===== src/rtl/rca_lsu_result_router_if.sv =====
// Bundle of the LSQ issue, LSU writeback and grid result signals around the result router.
// The router takes the slave view; the LSQ/LSU/grid side takes the master view.
interface rca_lsu_result_router_if #(
  parameter int GRID_NUM_ROWS = 4,
  parameter int XLEN          = 32,
  parameter int TAG_DEPTH     = 4
);
  localparam int ROW_W = (GRID_NUM_ROWS > 1) ? $clog2(GRID_NUM_ROWS) : 1;
  localparam int CNT_W = $clog2(TAG_DEPTH) + 1;

  logic                          issue_valid;
  logic                          issue_load;
  logic [ROW_W-1:0]              issue_row;
  logic                          issue_ready;
  logic                          wb_valid;
  logic [XLEN-1:0]               wb_data;
  logic                          wb_ack;
  logic [GRID_NUM_ROWS-1:0]      row_valid;
  logic [GRID_NUM_ROWS*XLEN-1:0] row_data;
  logic [GRID_NUM_ROWS-1:0]      row_ack;
  logic                          flush;
  logic [CNT_W-1:0]              outstanding;
  logic                          idle;
  logic                          protocol_err;

  modport master (
    output issue_valid, issue_load, issue_row, wb_valid, wb_data, row_ack, flush,
    input  issue_ready, wb_ack, row_valid, row_data, outstanding, idle, protocol_err
  );

  modport slave (
    input  issue_valid, issue_load, issue_row, wb_valid, wb_data, row_ack, flush,
    output issue_ready, wb_ack, row_valid, row_data, outstanding, idle, protocol_err
  );
endinterface


===== src/rtl/rca_lsu_result_router.sv =====
// Tracks the issuing grid row of each outstanding load and steers in-order LSU
// writebacks into per-row result registers held until the row acknowledges.
module rca_lsu_result_router #(
  parameter int GRID_NUM_ROWS = 4,
  parameter int XLEN          = 32,
  parameter int TAG_DEPTH     = 4
) (
  input logic                    clk,
  input logic                    rst,
  rca_lsu_result_router_if.slave bus
);
  localparam int ROW_W = (GRID_NUM_ROWS > 1) ? $clog2(GRID_NUM_ROWS) : 1;
  localparam int PTR_W = $clog2(TAG_DEPTH);
  localparam int CNT_W = PTR_W + 1;

  logic [ROW_W-1:0]              tag_q [TAG_DEPTH];
  logic [ROW_W-1:0]              tag_d [TAG_DEPTH];
  logic [PTR_W-1:0]              wr_ptr_q, wr_ptr_d;
  logic [PTR_W-1:0]              rd_ptr_q, rd_ptr_d;
  logic [CNT_W-1:0]              cnt_q, cnt_d;
  logic [GRID_NUM_ROWS-1:0]      row_valid_q, row_valid_d;
  logic [GRID_NUM_ROWS*XLEN-1:0] row_data_q, row_data_d;
  logic                          perr_q, perr_d;

  logic [ROW_W-1:0] head_row;
  logic             head_busy;
  logic             full, empty;
  logic             issue_ready, wb_ack;
  logic             push, pop;

  always_comb begin
    head_row  = tag_q[rd_ptr_q];
    head_busy = 1'b0;
    for (int r = 0; r < GRID_NUM_ROWS; r++) begin
      if (ROW_W'(r) == head_row) head_busy = row_valid_q[r];
    end
    full  = (cnt_q == CNT_W'(TAG_DEPTH));
    empty = (cnt_q == '0);
    // Ready is taken from the registered count, so a pop never frees a slot in the same cycle.
    issue_ready = ~rst & ~full;
    wb_ack      = ~rst & ~empty & ~head_busy & ~bus.flush;
    push        = bus.issue_valid & bus.issue_load & issue_ready & ~bus.flush;
    pop         = bus.wb_valid & wb_ack;
  end

  always_comb begin
    tag_d       = tag_q;
    wr_ptr_d    = wr_ptr_q;
    rd_ptr_d    = rd_ptr_q;
    cnt_d       = cnt_q;
    row_valid_d = row_valid_q & ~bus.row_ack;
    row_data_d  = row_data_q;
    perr_d      = perr_q | (bus.wb_valid & empty);

    if (push) begin
      tag_d[wr_ptr_q] = bus.issue_row;
      wr_ptr_d        = wr_ptr_q + PTR_W'(1);
    end
    if (pop) rd_ptr_d = rd_ptr_q + PTR_W'(1);

    case ({push, pop})
      2'b10:   cnt_d = cnt_q + CNT_W'(1);
      2'b01:   cnt_d = cnt_q - CNT_W'(1);
      default: cnt_d = cnt_q;
    endcase

    for (int r = 0; r < GRID_NUM_ROWS; r++) begin
      if (pop && (ROW_W'(r) == head_row)) begin
        row_valid_d[r]                = 1'b1;
        row_data_d[r*XLEN +: XLEN]    = bus.wb_data;
      end
    end

    // Flush keeps row_data and the sticky error for post-mortem visibility.
    if (bus.flush) begin
      wr_ptr_d    = '0;
      rd_ptr_d    = '0;
      cnt_d       = '0;
      row_valid_d = '0;
    end
  end

  always_ff @(posedge clk) begin
    if (rst) begin
      tag_q       <= '{default: '0};
      wr_ptr_q    <= '0;
      rd_ptr_q    <= '0;
      cnt_q       <= '0;
      row_valid_q <= '0;
      row_data_q  <= '0;
      perr_q      <= 1'b0;
    end else begin
      tag_q       <= tag_d;
      wr_ptr_q    <= wr_ptr_d;
      rd_ptr_q    <= rd_ptr_d;
      cnt_q       <= cnt_d;
      row_valid_q <= row_valid_d;
      row_data_q  <= row_data_d;
      perr_q      <= perr_d;
    end
  end

  assign bus.issue_ready  = issue_ready;
  assign bus.wb_ack       = wb_ack;
  assign bus.row_valid    = row_valid_q;
  assign bus.row_data     = row_data_q;
  assign bus.outstanding  = cnt_q;
  assign bus.idle         = empty & (row_valid_q == '0);
  assign bus.protocol_err = perr_q;
endmodule


===== src/flat_wrapper.sv =====
// flat-port wrapper written by rule: the top's interface ports become plain ports
module rca_lsu_result_router_flat 
#(
  parameter int GRID_NUM_ROWS = 4,
  parameter int XLEN          = 32,
  parameter int TAG_DEPTH     = 4
)
  (clk, rst, bus_issue_valid, bus_issue_load, bus_issue_row, bus_wb_valid, bus_wb_data, bus_row_ack, bus_flush, bus_issue_ready, bus_wb_ack, bus_row_valid, bus_row_data, bus_outstanding, bus_idle, bus_protocol_err);
  rca_lsu_result_router_if #(.GRID_NUM_ROWS(GRID_NUM_ROWS), .XLEN(XLEN), .TAG_DEPTH(TAG_DEPTH)) bus_i ();
  input logic clk;
  input logic rst;
  input wire logic [$bits(bus_i.issue_valid)-1:0] bus_issue_valid;
  input wire logic [$bits(bus_i.issue_load)-1:0] bus_issue_load;
  input wire logic [$bits(bus_i.issue_row)-1:0] bus_issue_row;
  input wire logic [$bits(bus_i.wb_valid)-1:0] bus_wb_valid;
  input wire logic [$bits(bus_i.wb_data)-1:0] bus_wb_data;
  input wire logic [$bits(bus_i.row_ack)-1:0] bus_row_ack;
  input wire logic [$bits(bus_i.flush)-1:0] bus_flush;
  output wire logic [$bits(bus_i.issue_ready)-1:0] bus_issue_ready;
  output wire logic [$bits(bus_i.wb_ack)-1:0] bus_wb_ack;
  output wire logic [$bits(bus_i.row_valid)-1:0] bus_row_valid;
  output wire logic [$bits(bus_i.row_data)-1:0] bus_row_data;
  output wire logic [$bits(bus_i.outstanding)-1:0] bus_outstanding;
  output wire logic [$bits(bus_i.idle)-1:0] bus_idle;
  output wire logic [$bits(bus_i.protocol_err)-1:0] bus_protocol_err;
  assign bus_i.issue_valid = bus_issue_valid;
  assign bus_i.issue_load = bus_issue_load;
  assign bus_i.issue_row = bus_issue_row;
  assign bus_i.wb_valid = bus_wb_valid;
  assign bus_i.wb_data = bus_wb_data;
  assign bus_i.row_ack = bus_row_ack;
  assign bus_i.flush = bus_flush;
  assign bus_issue_ready = bus_i.issue_ready;
  assign bus_wb_ack = bus_i.wb_ack;
  assign bus_row_valid = bus_i.row_valid;
  assign bus_row_data = bus_i.row_data;
  assign bus_outstanding = bus_i.outstanding;
  assign bus_idle = bus_i.idle;
  assign bus_protocol_err = bus_i.protocol_err;
  rca_lsu_result_router #(.GRID_NUM_ROWS(GRID_NUM_ROWS), .XLEN(XLEN), .TAG_DEPTH(TAG_DEPTH)) u_core (.clk(clk), .rst(rst), .bus(bus_i));
endmodule

===== config.mk =====
export PLATFORM = sky130hd
export DESIGN_NAME = rca_lsu_result_router_flat
export DESIGN_NICKNAME = d
export VERILOG_FILES = /design/src/rtl/rca_lsu_result_router_if.sv /design/src/rtl/rca_lsu_result_router.sv /design/src/flat_wrapper.sv
export SDC_FILE = /design/constraint.sdc
export NUM_CORES = 1
export LEC_CHECK = 0
export ABC_AREA = 1
export CAP_MARGIN = 25
export CORE_MARGIN = 2
export CORE_UTILIZATION = 40
export CTS_CLUSTER_SIZE = 30
export DETAILED_ROUTE_END_ITERATION = 7
export PLACE_DENSITY = 0.67
export SLEW_MARGIN = 10
export SYNTH_ARGS = -nofsm -noshare
export SYNTH_HDL_FRONTEND = slang
export SYNTH_SLANG_ARGS = --single-unit

===== constraint.sdc =====
create_clock -name clk -period 5.9 [get_ports clk]
set_input_delay 1.475 -clock clk [delete_from_list [all_inputs] [get_ports clk]]
set_output_delay 1.475 -clock clk [all_outputs]
set_load 0.03 [all_outputs]

==> qor.yml <==
die_w_um: 141
htreeDepth: 4
rows: 50
cts_tree: "built"
initial_utilization: 0.404
ys_seq_area_frac: 0.395
first_iter_violations: 500
grt_pass1_vias: 6542
grt_setup_unrepaired: "no"
portBuffers: 182
place_area_um2: 9230
dieArea_um2: 19900
synthCells: 1160
hpwl_mm: 13.5
synth_ff_type: "dfxtp_1"
insertion_delay_ns: 0.42
vias: 7041
antenna-diode-count: 0
synth.avg_cell_area_um2: 6.47
post-synth-top-count-cell: "inv_1"
path_class: "in -> out"
skew_ns: 0.0106
crit_path_end_kind: "primary output"
synth_top_area_share: 0.395
path_max_fanout: 9
die-height_um: 141
synthTopCellsByArea: "dfxtp_1, inv_1, nand2_1, nand4_1, nor2_1"
arrival_ns: 3.51
grt_max_degree: 108
max_stage_delay_ns: 0.68
avgRoutedWirePerCell_um: 13.6
peakVddDrop_mv: 0.192
path_clk_slew_ns: 0.06
fin_tns_setup_ns: 0
status: "complete, no violations"
fin_nets: 1347
fmax_ghz: 0.201
cts_setup_buffers: 0
ys_types: 26
async_flop_share: 0
synth-seq-cells: 148
finalWeightedCongestion: 0.845
drc_errors: 0
min_period_ns: 4.99
finalSetupViolCount: 0
fin_util: 0.532
crit_buf_inv: 3
postRouteWirelength_mm: 21.0
hp-class: "reg -> reg"
area_growth_pct: 31.8
drive_above_1_share: 0.0458
post_cts_resized: 0
slew_headroom: 0.357
worstPathRequired_ns: 4.43
yosysTopAreaCell: "dfxtp_1"
gr-usage-all-layers: 0.214
ant_nets: 0
holdBufCountCts: 0
root_buffer: "clkbuf_16"
path_delay_family: "buffers and inverters"
drtPass1Iterations: 5
syn_nets: 1210
num_io_pins: 183
grt-ovfl-total: 0
clockBufferDepth: 2
synth_edf_count: 0
clkSinkCount: 148
finalPower_mw: 2.30
viasPerCell: 4.56
coreArea_um2: 18600
slowest_stage: "clkdlybuf4s50_1"
timing.final.crit_share: 0.845
path_cells: "clkdlybuf4s50_1 -> nor2_4 -> inv_2 -> nor2_1 -> nand2_1 -> nor2_4 -> clkdlybuf4s50_1"
finalInstanceArea_um2: 9890
leakage_nw: 4.45
crit_path_start_kind: "input pin"
power_density_nw_per_um2: 232
maxCapViolations: 0
ys_warn_count: 0
grt_pass1_wl_mm: 34.0
cts_inserted_buffers: 17
worstMarginPinSlew_ns: 0.963
antenna_found_initial: 2
slew_violations: 0
yosys-top-cells-count: "inv_1, nand2_1, dfxtp_1"
finalHoldViolations: 0
syn_area_um2: 7510
placed cells by master, fill, tap and decap left out, drive strengths merged:
| cell type | n |
|---|---|
| clkdlybuf4s50 | 181 |
| nand3 | 17 |
| xor2 | 1 |
| nor2 | 140 |
| a21oi | 20 |
| dfxtp | 148 |
| o21ai | 8 |
| clkinv | 4 |
| buf | 7 |
| clkinvlp | 1 |
| clkbuf | 21 |
| a31oi | 1 |
| fa | 1 |
| nand2 | 302 |
| nor3 | 2 |
| ha | 5 |
| inv | 315 |
| bufinv | 4 |
| nand4 | 132 |
where the power goes:
group,internal [mW],switching (mW),total [mW]
clock,0.733,0.431,1.16
combinational,0.0474,0.0856,0.133
sequential,1.00,0.00121,1.00
worst reg2reg max path, delay by kind of cell, from the launching register on:
| family | cells | cell delay, ns |
|---|---|---|
| buffers and inverters | 4 | 0.72 |
| DFF | 1 | 0.56 |
| adders and majority gates | 2 | 0.50 |
| and+or+nand+nor | 8 | 0.89 |
| AOI/OAI and AO/OA | 4 | 0.46 |
routing by layer:
metal	wire (um)	up-vias	global-route usage
met5	30	-	0
met2	9790	203	0.353
met1	9540	3083	0.283
met3	1370	20	0.0520
li1	-	3731	-
met4	242	4	0.0542
per-stage QoR:
step,hold slack [ns],std cells,setup slack (ns)
after CTS,0.453,1543,0.908
after global placement,0.452,1511,0.945
after global routing,0.484,1544,0.765
final,0.453,1544,0.914
after floorplan,0.439,1160,1.95
after detailed placement,0.445,1511,0.918
final timing paths:
path / start / end / slack [ns] / cells past startpoint
worst min register to register: u_core.bus.protocol_err / u_core.bus.protocol_err / 0.45 / 2
worst max register to register: u_core.rd_ptr_q[0] / u_core.bus.outstanding[2] / 2.64 / 18
worst min-delay path: u_core.bus.protocol_err / u_core.bus.protocol_err / 0.45 / 2
worst max-delay path: rst / bus_wb_ack / 0.91 / 7
flip-flops by register name, indices dropped and copies added, names as in the netlist:
signal / count
u_core.bus.row_valid: 4
u_core.bus.outstanding: 3
u_core.bus.row_data: 128
u_core.bus.protocol_err: 1
u_core.wr_ptr_q: 2
u_core.rd_ptr_q: 2
u_core.tag_q: 8
cells by family (layout without fill, tap and decap cells):
family,Yosys count,in the layout,synth area share
XOR/XNOR,1,1,0.00117
AND/OR/NAND/NOR,593,593,0.357
AO/OA/AOI/OAI,29,29,0.0195
buffers and inverters,383,533,0.216
adder cells (fa/ha/maj),6,6,0.0110
flip-flops,148,148,0.395
final cells by class:
cell class	count	area, um2
Multi-Input combinational cell	629	2940
Sequential cell	148	2960
Clock inverter	11	173
Tap cell	234	293
Timing Repair Buffer	188	1880
Fill cell	1859	8690
Clock buffer	21	460
Inverter	313	1180
No activity file was read; power rests on OpenSTA's default activity.
==> RTL edit (same settings) <==
`GRID_NUM_ROWS` is set to 4 in 3 places; all go to 16.
--- a/src/rtl/rca_lsu_result_router_if.sv
+++ b/src/rtl/rca_lsu_result_router_if.sv
@@ -2,5 +2,5 @@
 // The router takes the slave view; the LSQ/LSU/grid side takes the master view.
 interface rca_lsu_result_router_if #(
-  parameter int GRID_NUM_ROWS = 4,
+  parameter int GRID_NUM_ROWS = 16,
   parameter int XLEN          = 32,
   parameter int TAG_DEPTH     = 4
--- a/src/rtl/rca_lsu_result_router.sv
+++ b/src/rtl/rca_lsu_result_router.sv
@@ -2,5 +2,5 @@
 // writebacks into per-row result registers held until the row acknowledges.
 module rca_lsu_result_router #(
-  parameter int GRID_NUM_ROWS = 4,
+  parameter int GRID_NUM_ROWS = 16,
   parameter int XLEN          = 32,
   parameter int TAG_DEPTH     = 4
--- a/src/flat_wrapper.sv
+++ b/src/flat_wrapper.sv
@@ -2,5 +2,5 @@
 module rca_lsu_result_router_flat 
 #(
-  parameter int GRID_NUM_ROWS = 4,
+  parameter int GRID_NUM_ROWS = 16,
   parameter int XLEN          = 32,
   parameter int TAG_DEPTH     = 4
Interface: changed (resized bus_issue_row, bus_row_ack, bus_row_data and bus_row_valid); port bits go from 183 to 593. No check against the original RTL was run, so the function may have changed too.
==> RTL edit against the unedited design <==
Largest power group is now registers; sequential cell count rose by 404; cell count rose to 3.2 times the old value; register-to-register slack got worse by 0.55 ns; final area rose to 3.2 times the old value; sequential power rose to 3.7 times the old value; global-route usage rose by 3.3 points; power rose to 3.3 times the old value; count of clock-buffer cells in the layout rose by 63; first-iteration DRC count rose to 3.1 times the old value; wire length rose to 3.7 times the old value; area after synthesis rose to 3.1 times the old value; setup slack got worse by 0.15 ns.
==> RTL edit: results (changes against the unedited design) <==
metric	value	unit	change
drt first-iter violations	1526		was 500
Leak	15.7	nW	was 4.45 nW
met2 routed WL	36.9	mm	was 9.79 mm
Post-synth top cells	nand2_1 (1102), nor2_1 (1050), dfxtp_1 (552), inv_1 (548), clkbuf_1 (93)		was inv_1 (304), nand2_1 (297), dfxtp_1 (148), nor2_1 (136), nand4_1 (128)
wire per inst	15.8	microns	was 13.6 microns
met3 global-route usage	5.02	%	was 5.20%
PD cells	243	nW/um^2	was 232 nW/um^2
total track usage	24.7	%	was 21.4%
IO buf count	592		was 182
Sw Ratio	22.8	%	was 22.5%
status	complete, no violations		unchanged
Multi-input gate area	8950	sq um	was 2940 sq um
WL met3	4.89	mm	was 1.37 mm
WP data arrival	3.66	ns	was 3.51 ns
first-pass GRT wire length	115	mm	was 34.0 mm
crit-path max FO	13		was 9
Met1 Wirelength	31.8	mm	was 9.54 mm
dpl hpwl	50.3	mm	was 13.5 mm
H-tree depth	2		was 4
RD Place Congestion	0.820		was 0.845
Bufs on Longest Clock Path	3		was 2
Signal buffers	632		was 188
comb_multi_in	2278		was 629
Synth Area in Adders	0.355	%	was 1.10%
Non-Filler Instances	4884		was 1544
Net Sw Power	0.00173	W	was 0.000518 W
Placed Cells	4782		was 1511
Synth area leaders	dfxtp_1 (47%), nand2_1 (18%), nor2_1 (17%)		was dfxtp_1 (39%), inv_1 (15%), nand2_1 (15%)
via count	21384		was 7041
Syn Nets	3698		was 1210
worst clock skew	0.0149	ns	was 0.0106 ns
synth unique cells	31		was 26
CTS buffer count	59		was 17
share of cells above drive strength 1	3.71	%	was 4.58%
largest net degree at the start of global routing	130		was 108
Comb group	0.000247	W	was 0.000133 W
FILL cells	5557		was 1859
number of global-route vias before repair	18988		was 6542
DP Area	29300	sq um	was 9230 sq um
XOR/XNOR Fraction of Synth Area	0.0376	%	was 0.117%
Place WS	1.03	ns	was 0.918 ns
complex-gate fraction of the synthesized area	1.24	%	was 1.95%
nonclk inv count	559		was 313
Post-Syn Instances	3634		was 1160
routing usage on met1	29.8	%	was 28.3%
worst skew pair latency	0.62	ns	was 0.42 ns
initial antenna violation count	1		was 2
## RTL edit: worst paths after layout
path | slack (ns) | start | cells after the start | end
max reg2reg | 2.09 | u_core.rd_ptr_q[0] | 19 | u_core.bus.row_data[220]
min reg2reg | 0.47 | u_core.tag_q[14] | 2 | u_core.tag_q[14]
max | 0.76 | u_core.rd_ptr_q[0] | 15 | bus_wb_ack
min | 0.47 | u_core.tag_q[14] | 2 | u_core.tag_q[14]
## RTL edit: worst reg2reg max path, stage by stage (launching register included)
cell and delay, ns:
dfxtp_1 0.61, inv_2 0.20, nand2_1 0.11, nand3_1 0.06, nand2_1 0.15, inv_2 0.06
nand2_2 0.11, nor2_1 0.10, a21oi_1 0.13, nand4_1 0.12, nand2_1 0.08, nand4_1 0.09
nand2_1 0.09, nand3_2 0.10, nand2_4 0.29, nand4_4 0.72, buf_4 0.51, nand2_1 0.09
nand2_1 0.05, nor2_1 0.10
